===== src/rtl/receive_packet.sv =====
// receive_packet: 8N1 UART receiver with sync-byte framing, XOR checksum
// validation and a flat packet output bus updated only on good packets.
module receive_packet #(
  parameter int          CLKS_PER_BIT = 434,
  parameter int          NUM_WORDS    = 10,
  parameter logic [7:0]  SYNC_BYTE    = 8'hA5,
  parameter int          TIMEOUT_BITS = 20
) (
  input  logic                   clk,
  input  logic                   rst_n,
  input  logic                   rx,
  output logic [NUM_WORDS*32-1:0] pkt_data,
  output logic                   pkt_valid,
  output logic                   pkt_err,
  output logic                   frame_err,
  output logic                   isbusy
);

  localparam int NB       = NUM_WORDS * 4;
  localparam int BW       = $clog2(NB);
  localparam int PW       = $clog2(NUM_WORDS * 32);
  localparam int TO_LIMIT = TIMEOUT_BITS * CLKS_PER_BIT;

  typedef enum logic [1:0] {RX_IDLE, RX_START, RX_DATA, RX_STOP} rx_state_t;
  typedef enum logic [1:0] {ST_HUNT, ST_PAYLOAD, ST_CHECK} pkt_state_t;

  // Running checksum update: XOR of every payload byte
  function automatic logic [7:0] cks_next(input logic [7:0] cks, input logic [7:0] b);
    return cks ^ b;
  endfunction

  logic            rx_meta_r, rx_sync_r, rx_prev_r;
  rx_state_t       rx_state_r;
  logic [15:0]     baud_cnt_r;
  logic [2:0]      bit_idx_r;
  logic [7:0]      shift_r;
  logic [7:0]      rx_byte_r;
  logic            byte_done_r;
  logic            stop_err_r;

  pkt_state_t               state_r;
  logic [BW-1:0]            byte_cnt_r;
  logic [7:0]               cks_r;
  logic [31:0]              to_cnt_r;
  logic [NUM_WORDS*32-1:0]  buf_r;
  logic [PW-1:0]            byte_pos_s;

  // Big-endian byte placement: word byte_cnt/4, most significant byte first
  assign byte_pos_s = PW'({byte_cnt_r[BW-1:2], 5'd0}) + PW'({~byte_cnt_r[1:0], 3'd0});

  // Two-flop synchroniser for the asynchronous rx line, plus edge history
  always_ff @(posedge clk or negedge rst_n) begin
    if (!rst_n) begin
      rx_meta_r <= 1'b1;
      rx_sync_r <= 1'b1;
      rx_prev_r <= 1'b1;
    end else begin
      rx_meta_r <= rx;
      rx_sync_r <= rx_meta_r;
      rx_prev_r <= rx_sync_r;
    end
  end

  // Byte receiver: start detect, mid-bit sampling, stop-bit validation
  always_ff @(posedge clk or negedge rst_n) begin
    if (!rst_n) begin
      rx_state_r  <= RX_IDLE;
      baud_cnt_r  <= 16'd0;
      bit_idx_r   <= 3'd0;
      shift_r     <= 8'd0;
      rx_byte_r   <= 8'd0;
      byte_done_r <= 1'b0;
      stop_err_r  <= 1'b0;
    end else begin
      byte_done_r <= 1'b0;
      stop_err_r  <= 1'b0;
      case (rx_state_r)
        RX_IDLE: begin
          baud_cnt_r <= 16'd0;
          bit_idx_r  <= 3'd0;
          if (rx_prev_r && !rx_sync_r) begin
            rx_state_r <= RX_START;
          end
        end
        RX_START: begin
          if (baud_cnt_r == 16'(CLKS_PER_BIT / 2 - 1)) begin
            baud_cnt_r <= 16'd0;
            // A start bit that is high again at mid-bit was only a glitch
            rx_state_r <= rx_sync_r ? RX_IDLE : RX_DATA;
          end else begin
            baud_cnt_r <= baud_cnt_r + 16'd1;
          end
        end
        RX_DATA: begin
          if (baud_cnt_r == 16'(CLKS_PER_BIT - 1)) begin
            baud_cnt_r <= 16'd0;
            shift_r    <= {rx_sync_r, shift_r[7:1]};
            bit_idx_r  <= bit_idx_r + 3'd1;
            if (bit_idx_r == 3'd7) begin
              rx_state_r <= RX_STOP;
            end
          end else begin
            baud_cnt_r <= baud_cnt_r + 16'd1;
          end
        end
        RX_STOP: begin
          if (baud_cnt_r == 16'(CLKS_PER_BIT - 1)) begin
            baud_cnt_r <= 16'd0;
            rx_state_r <= RX_IDLE;
            if (rx_sync_r) begin
              rx_byte_r   <= shift_r;
              byte_done_r <= 1'b1;
            end else begin
              stop_err_r  <= 1'b1;
            end
          end else begin
            baud_cnt_r <= baud_cnt_r + 16'd1;
          end
        end
        default: rx_state_r <= RX_IDLE;
      endcase
    end
  end

  // Packet FSM: sync hunt, payload assembly, checksum check, timeout/abort
  always_ff @(posedge clk or negedge rst_n) begin
    if (!rst_n) begin
      state_r    <= ST_HUNT;
      byte_cnt_r <= '0;
      cks_r      <= 8'd0;
      to_cnt_r   <= 32'd0;
      buf_r      <= '0;
      pkt_data   <= '0;
      pkt_valid  <= 1'b0;
      pkt_err    <= 1'b0;
      frame_err  <= 1'b0;
      isbusy     <= 1'b0;
    end else begin
      pkt_valid <= 1'b0;
      pkt_err   <= 1'b0;
      frame_err <= 1'b0;
      case (state_r)
        ST_HUNT: begin
          to_cnt_r <= 32'd0;
          if (stop_err_r) begin
            frame_err <= 1'b1;
          end else if (byte_done_r && (rx_byte_r == SYNC_BYTE)) begin
            state_r    <= ST_PAYLOAD;
            isbusy     <= 1'b1;
            byte_cnt_r <= '0;
            cks_r      <= 8'd0;
          end else begin
            state_r <= ST_HUNT;
          end
        end
        ST_PAYLOAD, ST_CHECK: begin
          if (stop_err_r || (!byte_done_r && (to_cnt_r == 32'(TO_LIMIT - 1)))) begin
            frame_err <= 1'b1;
            isbusy    <= 1'b0;
            state_r   <= ST_HUNT;
          end else if (byte_done_r) begin
            to_cnt_r <= 32'd0;
            if (state_r == ST_PAYLOAD) begin
              buf_r[byte_pos_s +: 8] <= rx_byte_r;
              cks_r                  <= cks_next(cks_r, rx_byte_r);
              if (byte_cnt_r == BW'(NB - 1)) begin
                state_r <= ST_CHECK;
              end else begin
                byte_cnt_r <= byte_cnt_r + BW'(1);
              end
            end else begin
              if (rx_byte_r == cks_r) begin
                pkt_data  <= buf_r;
                pkt_valid <= 1'b1;
              end else begin
                pkt_err   <= 1'b1;
              end
              isbusy  <= 1'b0;
              state_r <= ST_HUNT;
            end
          end else begin
            to_cnt_r <= to_cnt_r + 32'd1;
          end
        end
        default: begin
          state_r <= ST_HUNT;
          isbusy  <= 1'b0;
        end
      endcase
    end
  end

endmodule


===== config.mk =====
export PLATFORM = sky130hd
export DESIGN_NAME = receive_packet
export DESIGN_NICKNAME = d
export VERILOG_FILES = /design/src/rtl/receive_packet.sv
export SDC_FILE = /design/constraint.sdc
export NUM_CORES = 1
export LEC_CHECK = 0
export ABC_AREA = 1
export ABC_CLOCK_PERIOD_IN_PS = 2800
export BUFFER_PORTS_ARGS = -buffer_cell sky130_fd_sc_hd__buf_2
export CAP_MARGIN = 25
export CORE_MARGIN = 10
export CORE_UTILIZATION = 50
export DETAILED_ROUTE_END_ITERATION = 10
export PLACE_DENSITY_LB_ADDON = 0.3
export SYNTH_ARGS = -nofsm -noshare
export SYNTH_HDL_FRONTEND = slang
export SYNTH_SLANG_ARGS = --single-unit
export TNS_END_PERCENT = 100

===== constraint.sdc =====
create_clock -name clk -period 2.8 [get_ports clk]
set_input_delay 0.7 -clock clk [delete_from_list [all_inputs] [get_ports clk]]
set_output_delay 0.7 -clock clk [all_outputs]
set_load 0.005 [all_outputs]

After elaboration in Yosys (flattened, before gate mapping):

Index checks and enable logic that the tools add are counted.

* $add $sub $neg: 6
* eq/ne operators: 26
* shift operators: 2
* mux-type cells: 61
* bitwise logic cells: 4
* reduce and logical (&&, ||, !) cells: 23

Operator list (number)
* $bwmux 320: 1
* $shift 8x11->320 const A: 1
* $shiftx 8x11->320: 1
* $mux 32: 2
* $pmux 32 s2: 1
* $pmux 16 s3: 1
* $mux 8: 5
* $mux 6: 6
* $add 32x1->32 const B: 1
* $eq 32x14->1 const B: 1
* $mux 16: 2
* $mux 1: 24
* $mux 2: 11
* $ne 2x2->1 const B: 11
* $add 16x1->16 const B: 1
* $eq 16x8->1 const B: 1
* $eq 16x9->1 const B: 1
* $pmux 8 s2: 1
* $pmux 6 s2: 1
* $neg 9->11: 1
* $reduce_and 5->1: 2
* $add 9x5->9: 1
* $eq 8x8->1: 1
* $eq 8x8->1 const B: 1
* other kinds (27): 43

* register bits: 734

Longest topological paths before layout:

* depth in word-level cells: 6
* gate-level depth with buffers: 13
* mapped depth without buffers: 12

Least setup slack after synthesis:

No wires, ideal clock.

* kind: register to register
* from: register byte_cnt_r[0]
* to: register buf_r[295]
* arrival: 2.407 ns
* required time: 2.679 ns
* slack: 0.272 ns
* stages on the path, launching flop included: 12
* cell sequence: dfrtp_1 > buf_1 > clkbuf_1 > inv_1 > ha_1 > nor2_2 > nand2_1 > nor2_1 > nand3_1 > buf_2 > nand2_1 > o21ai_1

* word-level cells in the longest chain between the ends: 5
* elaborated cells between the ends (all ways): 6
* classes of those cells: add/sub (2); shift (2); mux (1); bitwise (1)

Ends and longest elaborated chain
* from (decl): line 42 `logic [BW-1:0] byte_cnt_r;`
* from (signal assigned): line 169 `byte_cnt_r <= byte_cnt_r + BW'(1);`
* $not 2->2 (*): line 49 `assign byte_pos_s = PW'({byte_cnt_r[BW-1:2], 5'd0}) + PW'({~byte_cnt_r[1:0], 3'd0});`
* $add 9x5->9 (*): line 49
* $neg 9->11 (*): line 164 `buf_r[byte_pos_s +: 8] <= rx_byte_r;`
* $shiftx 8x11->320 / $shift 8x11->320 (equally long branches): line 164
* $bwmux 320 (*): line 164
* to (signal, indexed assignment): line 164
* to (decl): line 45 `logic [NUM_WORDS*32-1:0] buf_r;`

Mark *: on every way between the ends. The rest lies on a longest branch, timed or not.
A chain may end at the register's enable or synchronous reset.

Final worst setup path:

* from: register byte_cnt_r[1]
* to: register buf_r[116]

Same word-level chain as after synthesis.

==> qor.csv <==
stage,metric,value,unit
global_routing,number of global-route vias before repair,27100,
floorplan,I/O pin count,327,
floorplan,Die Area,75100,sq um
global_routing,gr usage total,27.9,%
global_routing,grt total ovfl,0,
final_layout,final core occ,59.3,%
detailed_routing,WL/cell,21.2,um
detailed_routing,via-per-instance ratio,5.66,
synthesis,Post-Syn Area per Cell,8.48,sq um
placed_design,I/O Buffers,326,
sta,"Slew Viols, Final",0,
synthesis,Synth area leader,dfrtp_1,
min_path,hold crit path type,in2reg,
critical_path,Critical R2R Capture,buf_r[116],
synthesis,library cells used by synthesis,41,
clock_tree,CTS root buf,clkbuf_16,
sta,Worst Skew,20.9,ps
critical_path,Setup crit end kind,register,
critical_path,CP Class,reg2reg,
critical_path,reg2reg start,byte_cnt_r[1],
critical_path,crit path DAT,3240,ps
synthesis,gate count of the mapped netlist,3806,
power,Power Dens Cells,571,nW/um^2
placed_design,GPL Wtd Cong,1.00,
power,Final Power,21.7,mW
sta,Final Cycle Share,95.6,%
critical_path,reg2reg path depth,9,
detailed_routing,Post-DRT Antenna Nets,0,
global_routing,first-pass GRT wire length,163,mm
outcome,status,finished clean,
critical_path,startpoint types,register,
detailed_routing,DRC Markers,0,
synthesis,Yosys reg bits,734,
clock_tree,CTS tree,done,
final_layout,P&R area growth vs syn,17.8,%
clock_tree,clock buffer depth,3,
floorplan,starting density of the core,50.3,%
clock_tree,clock-pin slew on the worst setup and hold paths,60,ps
detailed_routing,WL final,107,mm
floorplan,die height,274,um
detailed_routing,drt pass-1 iters,6,
power,maximum vdd ir drop,0.387,mV
sta,Min Hold Slack,177,ps
global_routing,largest net degree at the start of global routing,105,
sta,Max Fclk,0.374,GHz
sta,"Hold Vio Cnt, Final",0,
synthesis,Area contributors post-synth,"dfrtp_1 57%, nand2_1 17%, nand4_1 7.3%",
sta,RSZ-0062 raised after global routing,true,
final_layout,n_diodes,0,
clock_tree,clock sink count,734,
final_layout,share of cells above drive strength 1,15.9,%
critical_path,"setup slack, reg-to-reg",120,ps
sta,Least-Margin Pin Slew,648,ps
final_layout,# nets final,4123,
synthesis,Syn Nets,3823,
detailed_routing,Iter 0 DRT Violations,3377,
floorplan,die width,274,um
placed_design,post-detail-place hpwl,75.8,mm
synthesis,cell area after synthesis,32300,sq um
min_path,WHS Path Cells,1,
critical_path,Critical Path RT,3360,ps
critical_path,worst-path maximum fanout,19,
clock_tree,total CTS buffers,78,
floorplan,Rows,93,
sta,final setup vio count,0,
synthesis,Yosys top cell area share,56.7,%
global_routing,initial antenna violation count,1,
clock_tree,clock latency on the worst-skew pair,630,ps
final_layout,"Design Area, Final",38000,sq um
detailed_routing,DR vias,28400,
clock_tree,H-Tree Depth,3,
run,max_cap viols,0,
min_path,WHS Endpoint,rx_meta_r,
sta,Final min period,2680,ps
min_path,min-delay src,rx,
placed_design,Placed Area,35300,sq um
sta,slew margin rel.,56.7,%
synthesis,sequential fraction of the synthesis area,57.0,%
floorplan,Core ar.,64100,sq um
synthesis,yosys warns,0,
power,leak pwr,20.4,nW
## layer usage
metal / GRT usage [%] / wire length (um) / vias up / part of all wire (%)
li1: - / - / 13200 / -
met1: 37.9 / 44300 / 13800 / 42
met2: 42.4 / 47700 / 1206 / 45
met3: 6.06 / 9360 / 208 / 8.8
met4: 13.1 / 5200 / 0 / 4.9
met5: 0 / 0 / - / 0
## critical path, cell delays in order, from the launching register on
cell and delay [ps]:
dfrtp_1 460, ha_1 270, nand2_2 80, o21ai_1 210, nand2_4 170, nor2_4 140
nand2_2 340, nor2_2 570, buf_4 240, o21a_1 120
## cell usage after synthesis, drive strengths merged
cell type	instances
a22o	2
buf	87
inv	145
nand2	1433
nor3b	3
dfrtp	731
clkinv	4
xor2	15
nor2	271
o31ai	1
nand3b	2
a21boi	1
o21ai	166
dfstp	3
a21oi	58
ha	14
nand3	238
nor3	37
and2	1
o21a	40
and3	1
o211ai	1
o221a	1
nand4	378
clkbuf	157
or2	6
nor4	5
xnor2	5
## worst max path at each step
stage / startpoint / endpoint / slack [ps] / cells past startpoint
CTS: byte_cnt_r[0] / buf_r[116] / 110 / 10
detailed placement: byte_cnt_r[0] / buf_r[115] / 160 / 10
finish: byte_cnt_r[1] / buf_r[116] / 120 / 9
floorplan: byte_cnt_r[0] / buf_r[295] / 270 / 11
global placement: byte_cnt_r[1] / buf_r[22] / 190 / 10
global route: byte_cnt_r[1] / buf_r[113] / -50 / 9
## flip-flops by register name, summed over array words and instances (netlist names), named ones only
name         count
buf_r          320
pkt_data       320
to_cnt_r        32
baud_cnt_r      16
cks_r            8
rx_byte_r        8
shift_r          8
byte_cnt_r       6
bit_idx_r        3
state_r          2
byte_done_r      1
frame_err        1
isbusy           1
pkt_err          1
pkt_valid        1
rx_meta_r        1
rx_prev_r        1
rx_state_r       1
rx_sync_r        1
stop_err_r       1
## cell usage in the layout (no fill, tap or decap), types with 13 or more instances in the layout
| master | synthesis | routed |
|---|---|---|
| nand2_1 | 1423 | 1419 |
| dfrtp_1 | 731 | 731 |
| nand4_1 | 378 | 378 |
| buf_2 | 64 | 325 |
| nor2_1 | 251 | 250 |
| nand3_1 | 234 | 233 |
| inv_1 | 133 | 133 |
| o21ai_0 | 129 | 129 |
| buf_4 | 9 | 108 |
| clkbuf_16 | 0 | 82 |
| a21oi_1 | 58 | 58 |
| o21a_1 | 40 | 40 |
| o21ai_1 | 37 | 37 |
| nor3_1 | 31 | 29 |
| buf_12 | 0 | 27 |
| clkinv_2 | 0 | 16 |
| clkbuf_1 | 157 | 15 |
| xor2_1 | 14 | 14 |
| ha_1 | 14 | 14 |
| clkbuf_8 | 0 | 13 |
## power by group
part           switching [mW]  internal, mW  total, mW
logic                   0.376         0.114      0.490
clock network            4.40          6.13       10.5
registers              0.0369          10.6       10.7
## what timing repair did
item / CTS / global route
buffers inserted: 0 / 4
hold buffers: 1 / 0
endpoints found under the setup margin: 0 / 83
endpoints found under the hold margin: 16 / 0
resized for setup: 0 / 11
## cell families (layout without fill, tap and decap cells)
kind of cell             Yosys count  count (layout)  synth area share [%]
AO/OA/AOI/OAI                    270             270                  4.57
flip-flops                       734             734                  57.0
buffers and inverters            393             754                  4.95
XOR/XNOR                          20              20                 0.601
adder cells (fa/ha/maj)           14              14                 0.543
AND/OR/NAND/NOR                 2375            2375                  32.4
## final cells by class
class                   count  area, sq um
fillers                  5656        26100
clock buffers             109         2260
clock inverters            32          338
flip-flops and latches    734        18400
multi-input cells        2679        12400
repair buffers            464         3040
well taps                 855         1070
inverters                 149          559
## per-stage QoR
stage / setup WS, ps / setup TNS [ps] / std cells
6_report: 123 / 0 / 5022
5_1_grt: -54.0 / -344 / 5022
4_1_cts: 112 / 0 / 5017
3_5_place_dp: 160 / 0 / 4875
3_3_place_gp: 187 / 0 / 4875
2_1_floorplan: 272 / 0 / 3806
Note: power is estimated with default switching activity, not from simulation.
